## config.mk

```make
export PLATFORM = sky130hd
export DESIGN_NAME = irq_timer
export DESIGN_NICKNAME = d
export VERILOG_FILES = /design/src/rtl/irq_timer_pkg.sv /design/src/rtl/irq_timer.sv
export SDC_FILE = /design/constraint.sdc
export NUM_CORES = 1
export LEC_CHECK = 0
export ABC_CLOCK_PERIOD_IN_PS = 3600
export BUFFER_PORTS_ARGS = -buffer_cell sky130_fd_sc_hd__buf_2
export CAP_MARGIN = 30
export CORE_MARGIN = 3
export CORE_UTILIZATION = 53
export CTS_CLUSTER_DIAMETER = 200
export DETAILED_ROUTE_END_ITERATION = 6
export PLACE_DENSITY = 0.76
export RECOVER_POWER = 100
export SYNTH_ARGS = -nofsm -noshare
export SYNTH_HDL_FRONTEND = slang
export SYNTH_SLANG_ARGS = --single-unit
```

## constraint.sdc

```tcl
create_clock -name clk -period 3.6 [get_ports clk]
set_input_delay 0.36 -clock clk [delete_from_list [all_inputs] [get_ports clk]]
set_output_delay 0.36 -clock clk [all_outputs]
set_load 0.05 [all_outputs]
```

## src/rtl/irq_timer_pkg.sv

```systemverilog
// irq_timer_pkg: register map, CTRL field positions, MODE codes and FSM state encodings shared by irq_timer
// Contents: ADDR_* word offsets, CTRL_* bit positions, MODE_RELOAD (any other MODE code runs one-shot), ST_* states.
package irq_timer_pkg;
    localparam logic [1:0] ADDR_CTRL   = 2'd0;
    localparam logic [1:0] ADDR_PRESET = 2'd1;
    localparam logic [1:0] ADDR_COUNT  = 2'd2;
    localparam int         CTRL_EN     = 0;
    localparam int         CTRL_MODE   = 1;
    localparam int         CTRL_IM     = 3;
    localparam logic [1:0] MODE_RELOAD = 2'd1;
    localparam logic [1:0] ST_IDLE     = 2'd0;
    localparam logic [1:0] ST_LOAD     = 2'd1;
    localparam logic [1:0] ST_CNT      = 2'd2;
    localparam logic [1:0] ST_INT      = 2'd3;
endpackage

```

## src/rtl/irq_timer.sv

```systemverilog
// irq_timer: CPU-programmable countdown timer raising an interrupt when COUNT expires
// Ports: clk - system clock; reset - async active-low reset; addr - word offset (CTRL/PRESET/COUNT/unmapped);
//        we - write strobe; wdata - write data; rdata - combinational register read; irq - flag masked by IM.
module irq_timer
    import irq_timer_pkg::*;
#(
    parameter int COUNT_W = 32
) (
    input  logic        clk,
    input  logic        reset,
    input  logic [1:0]  addr,
    input  logic        we,
    input  logic [31:0] wdata,
    output logic [31:0] rdata,
    output logic        irq
);
    logic               en;
    logic               im;
    logic               irq_flag;
    logic [1:0]         mode;
    logic [1:0]         state;
    logic [COUNT_W-1:0] preset;
    logic [COUNT_W-1:0] count;
    logic               ctrl_wr;
    logic               preset_wr;
    logic [31:0]        ctrl_rd;
    assign ctrl_wr   = we && addr == ADDR_CTRL;
    assign preset_wr = we && addr == ADDR_PRESET;
    always_ff @(posedge clk or negedge reset) begin
        if (!reset) begin
            en       <= 1'b0;
            im       <= 1'b0;
            mode     <= 2'd0;
            irq_flag <= 1'b0;
            preset   <= '0;
            count    <= '0;
            state    <= ST_IDLE;
        end else begin
            if (preset_wr) preset <= COUNT_W'(wdata);
            case (state)
                ST_IDLE: state <= en ? ST_LOAD : ST_IDLE;
                ST_LOAD: begin
                    if (en) count <= preset;
                    state <= en ? ST_CNT : ST_IDLE;
                end
                ST_CNT: begin
                    if (!en) state <= ST_IDLE;
                    else if (count > COUNT_W'(1)) count <= count - COUNT_W'(1);
                    else begin
                        count    <= '0;
                        irq_flag <= 1'b1;
                        state    <= ST_INT;
                    end
                end
                default: begin
                    if (mode == MODE_RELOAD) begin
                        irq_flag <= 1'b0;
                        state    <= ST_LOAD;
                    end else begin
                        en    <= 1'b0;
                        state <= ST_IDLE;
                    end
                end
            endcase
            // Last assignment wins: a CPU write to CTRL overrides same-edge FSM updates of EN and irq_flag.
            if (ctrl_wr) begin
                en       <= wdata[CTRL_EN];
                mode     <= wdata[CTRL_MODE +: 2];
                im       <= wdata[CTRL_IM];
                irq_flag <= 1'b0;
            end
        end
    end
    always_comb begin
        ctrl_rd                 = '0;
        ctrl_rd[CTRL_EN]        = en;
        ctrl_rd[CTRL_MODE +: 2] = mode;
        ctrl_rd[CTRL_IM]        = im;
        rdata = addr == ADDR_CTRL   ? ctrl_rd :
                addr == ADDR_PRESET ? 32'(preset) :
                addr == ADDR_COUNT  ? 32'(count) : '0;
    end
    assign irq = irq_flag & im;
endmodule

```

==> results by group <==
Pwr
  • Power dissipated by switching net loads: between 0.0015 and 0.002 W
  • Clock network fraction of total power: 17.1%
  • Power density over cell area: 769 mW/mm^2
  • Portion of total power attributed to combinational logic: 43.1%
  • Overall power after layout: 0.00350 W
  • Standby leakage power: 1.90 nW
  • Sequential share of power: 39.8%
  • Internal power component: 0.00190 W
  • Maximum vdd ir drop: 310 uV
  • Share of total power consumed by net switching: 45.7%

Place
  • Dpl hpwl: 7080 um
  • Total cell area at the placement stage: ~0.0044 sq mm
  • IO buf count: 69
  • Gp weighted congestion: about 0.91
  • Worst slack at placement: 0.712 ns

Timing
  • Final period util: between 80% and 90%
  • Highest attainable clock frequency: 328 MHz
  • Worst slew margin relative to its limit: -14.1%
  • Fin crit period: 3.05 ns
  • Final max-slew violation count: 65
  • Setup repair after global routing missed its margin: false
  • Final number of hold-violating endpoints: 0
  • Sum of negative setup slack: 0 ns
  • Final worst clock skew: 0.00945 ns
  • Final count of negative-setup-slack endpoints: 0
  • Worst Slack Setup Final: ~0.55 ns
  • Slew at the pin with the worst max-slew slack: about 1.7 ns

Global route
  • Via count of the first global-routing pass: around 3500
  • Remaining Overflow, GRT: 0
  • Initial antenna violation count: 0
  • Global-route wire length before repair: around 18000 um
  • Pin count of the biggest net entering global routing: 33
  • GRT Resource Usage Total: between 20% and 30%

Synth
  • Number of synthesized flops with an enable pin: 0
  • Distinct cell type count of the synthesized netlist: 55
  • Sequential cell area fraction in the yosys report: between 40 and 50%
  • FF+latch count, synth: 71
  • Async set-or-reset flop fraction in the synthesized netlist: 100%
  • Flip-flop cell with the highest count after synthesis: sky130_fd_sc_hd__dfrtp_1
  • Syn Nets: between 400 and 500
  • Summed instance area of the synthesized netlist: ~0.004 sq mm
  • Synthesis Warnings: 0
  • Post-synthesis cell count: about 400
  • Mean Syn Cell Area: 10.2 sq um

Clock tree
  • Count of hold buffers inserted by post-cts repair: 0
  • Clock tree from TritonCTS: done
  • Root buffer cell: sky130_fd_sc_hd__clkbuf_8
  • CTS resizes: 0
  • TritonCTS buffer count: 9
  • Clk_lat worst skew: approximately 0.36 ns
  • Number of levels the H-tree was split into: 3
  • Maximum number of buffers from clock root to sink: 2
  • Clock Pin Slew Worst Setup and Hold Paths: roughly 0.080 ns
  • Buffer count from post-CTS setup fixing: 0
  • TritonCTS sink count: just over 70

Drt
  • DRT antenna net count: 0
  • 1st-pass router iterations: 5
  • DRC errors left: 0
  • Routed via count: between 3000 and 4000
  • Via-to-Cell Ratio: approximately 6.3
  • Starting DRT DRC Count: about 220
  • Routed Wire Length: approximately 10000 um
  • Average wire per standard cell: 18.7 um

Final layout
  • End-of-flow core utilization: 62.3%
  • Synthesis-to-layout area growth: 13.6%
  • Final antenna diode count: 0
  • Share of post-route cells with drive strength above 1: 22.7%
  • Layout net count: between 400 and 500
  • Top library cells by usage in the layout, fill and taps aside: sky130_fd_sc_hd__dfrtp_1, sky130_fd_sc_hd__a22o_1, sky130_fd_sc_hd__clkbuf_1
  • Area of all placed cells without fillers: around 0.0045 sq mm
  • Most frequent standard cell in the layout excluding fill and tap cells: sky130_fd_sc_hd__dfrtp_1

Setup path
  • Required time reported for the critical path endpoint: between 3 and 4 ns
  • Critical Setup Path Class: primary input to primary output
  • Max FO, Critical Path: 32
  • Start point of the critical path: addr[0]
  • Logic depth of the worst register-to-register path: 6
  • Startpoint type of the worst setup path: primary input
  • R2R Path Start: count[24]$_DFFE_PN0P_
  • CP endpoint kind: primary output
  • Data arrival time of the critical path: about 2.7 ns
  • Setup slack of the worst register-to-register path: between 0.5 and 0.6 ns
  • CP endpoint: rdata[8]
  • Reg2Reg Capture Point: count[7]$_DFFE_PN0P_

Floorplan
  • Area of the core: 0.00729 sq mm
  • Horizontal extent of the die: around 93 um
  • I/O pins: 70
  • DIE AREA: 0.00863 sq mm
  • Overall die height: 92.9 um
  • Starting utilization of the core area: a little over half
  • Floorplan row count: 31

Run
  • Number of maximum-capacitance constraint violations: 2

Status
  • Violated checks: capacitance limit, slew limit
  • Result of the run: finished with violations

Worst hold path
  • Worst min-delay path class: primary input to flip-flop
  • Min-delay src: wdata[27]
[power groups by stage]
stage | logic, W | clock network, W | registers (W)
finish | 0.00151 | 0.000598 | 0.00139
global route | 0.00166 | 0.000638 | 0.00144
CTS | 0.00153 | 0.000604 | 0.00138
detailed placement | 0.00152 | 0 | 0.00139
global placement | 0.00147 | 0 | 0.00137
floorplan | 0.00124 | 0 | 0.00127
[flip-flops by register name (all words and copies together), names as in the netlist]
name and cells:
preset 32, im 1, state 2, en 1
mode 2, irq_flag 1, count 32
[cell usage after synthesis (8+ instances only)]
cell type / count / area [sq um]
sky130_fd_sc_hd__mux2_2: 35 / 394
sky130_fd_sc_hd__nor3_1: 13 / 65.1
sky130_fd_sc_hd__or3_1: 9 / 56.3
sky130_fd_sc_hd__o21ai_0: 25 / 125
sky130_fd_sc_hd__a21oi_1: 10 / 50.1
sky130_fd_sc_hd__nand3_1: 12 / 60.1
sky130_fd_sc_hd__a22o_1: 40 / 350
sky130_fd_sc_hd__nor2_1: 14 / 52.6
sky130_fd_sc_hd__a22oi_1: 8 / 60.1
sky130_fd_sc_hd__dfrtp_1: 71 / 1780
sky130_fd_sc_hd__clkbuf_1: 24 / 90.1
sky130_fd_sc_hd__nand2_1: 24 / 90.1
sky130_fd_sc_hd__inv_1: 12 / 45.0
sky130_fd_sc_hd__nand4_1: 8 / 50.1
[how the worst min path moves through the flow]
stage | to | slack, ns | cells past startpoint
after floorplan | count[0]$_DFFE_PN0P_ | 0.06 | 0
after global placement | preset[8]$_DFFE_PN0P_ | 0.46 | 1
after detailed placement | preset[8]$_DFFE_PN0P_ | 0.46 | 1
after CTS | count[0]$_DFFE_PN0P_ | 0.08 | 1
after global routing | preset[23]$_DFFE_PN0P_ | 0.22 | 2
final | preset[27]$_DFFE_PN0P_ | 0.23 | 2
[metal layers]
layer / up-vias / GRT usage (%) / routed length (um)
li1: 1652 / - / -
met1: 1739 / 34.8 / 4590
met2: 133 / 41.9 / 5080
met3: 12 / 5.36 / 635
met4: 0 / 7.20 / 124
met5: - / 0 / 0
[critical path, stage by stage]
cell and delay (ns):
sky130_fd_sc_hd__clkbuf_1 0.24, sky130_fd_sc_hd__nor2b_1 0.21, sky130_fd_sc_hd__clkbuf_1 1.11, sky130_fd_sc_hd__a22o_1 0.27, sky130_fd_sc_hd__clkbuf_1 0.48
[per-stage QoR]
stage	std cells	hold slack, ns
after global placement	542	0.463
after CTS	558	0.0756
after global routing	558	0.218
final	558	0.226
after floorplan	394	0.0644
after detailed placement	542	0.458
[logic make-up after synthesis]
group	Yosys count	share of synthesized area (%)
simple gates	113	15.7
mux	40	11.1
fa+ha+maj	2	0.625
compound gates	124	23.6
buf+inv	43	4.32
xor+xnor	1	0.219
flops	71	44.4
[area by class of cell]
type | count | area (sq um)
inverters | 12 | 45.0
repair buffers | 80 | 363
multi-input cells | 280 | 2050
well taps | 99 | 124
clock buffers | 11 | 151
flip-flops and latches | 71 | 1780
clock inverters | 5 | 32.5
fillers | 666 | 2750
Note: power is estimated with default switching activity, not from simulation.
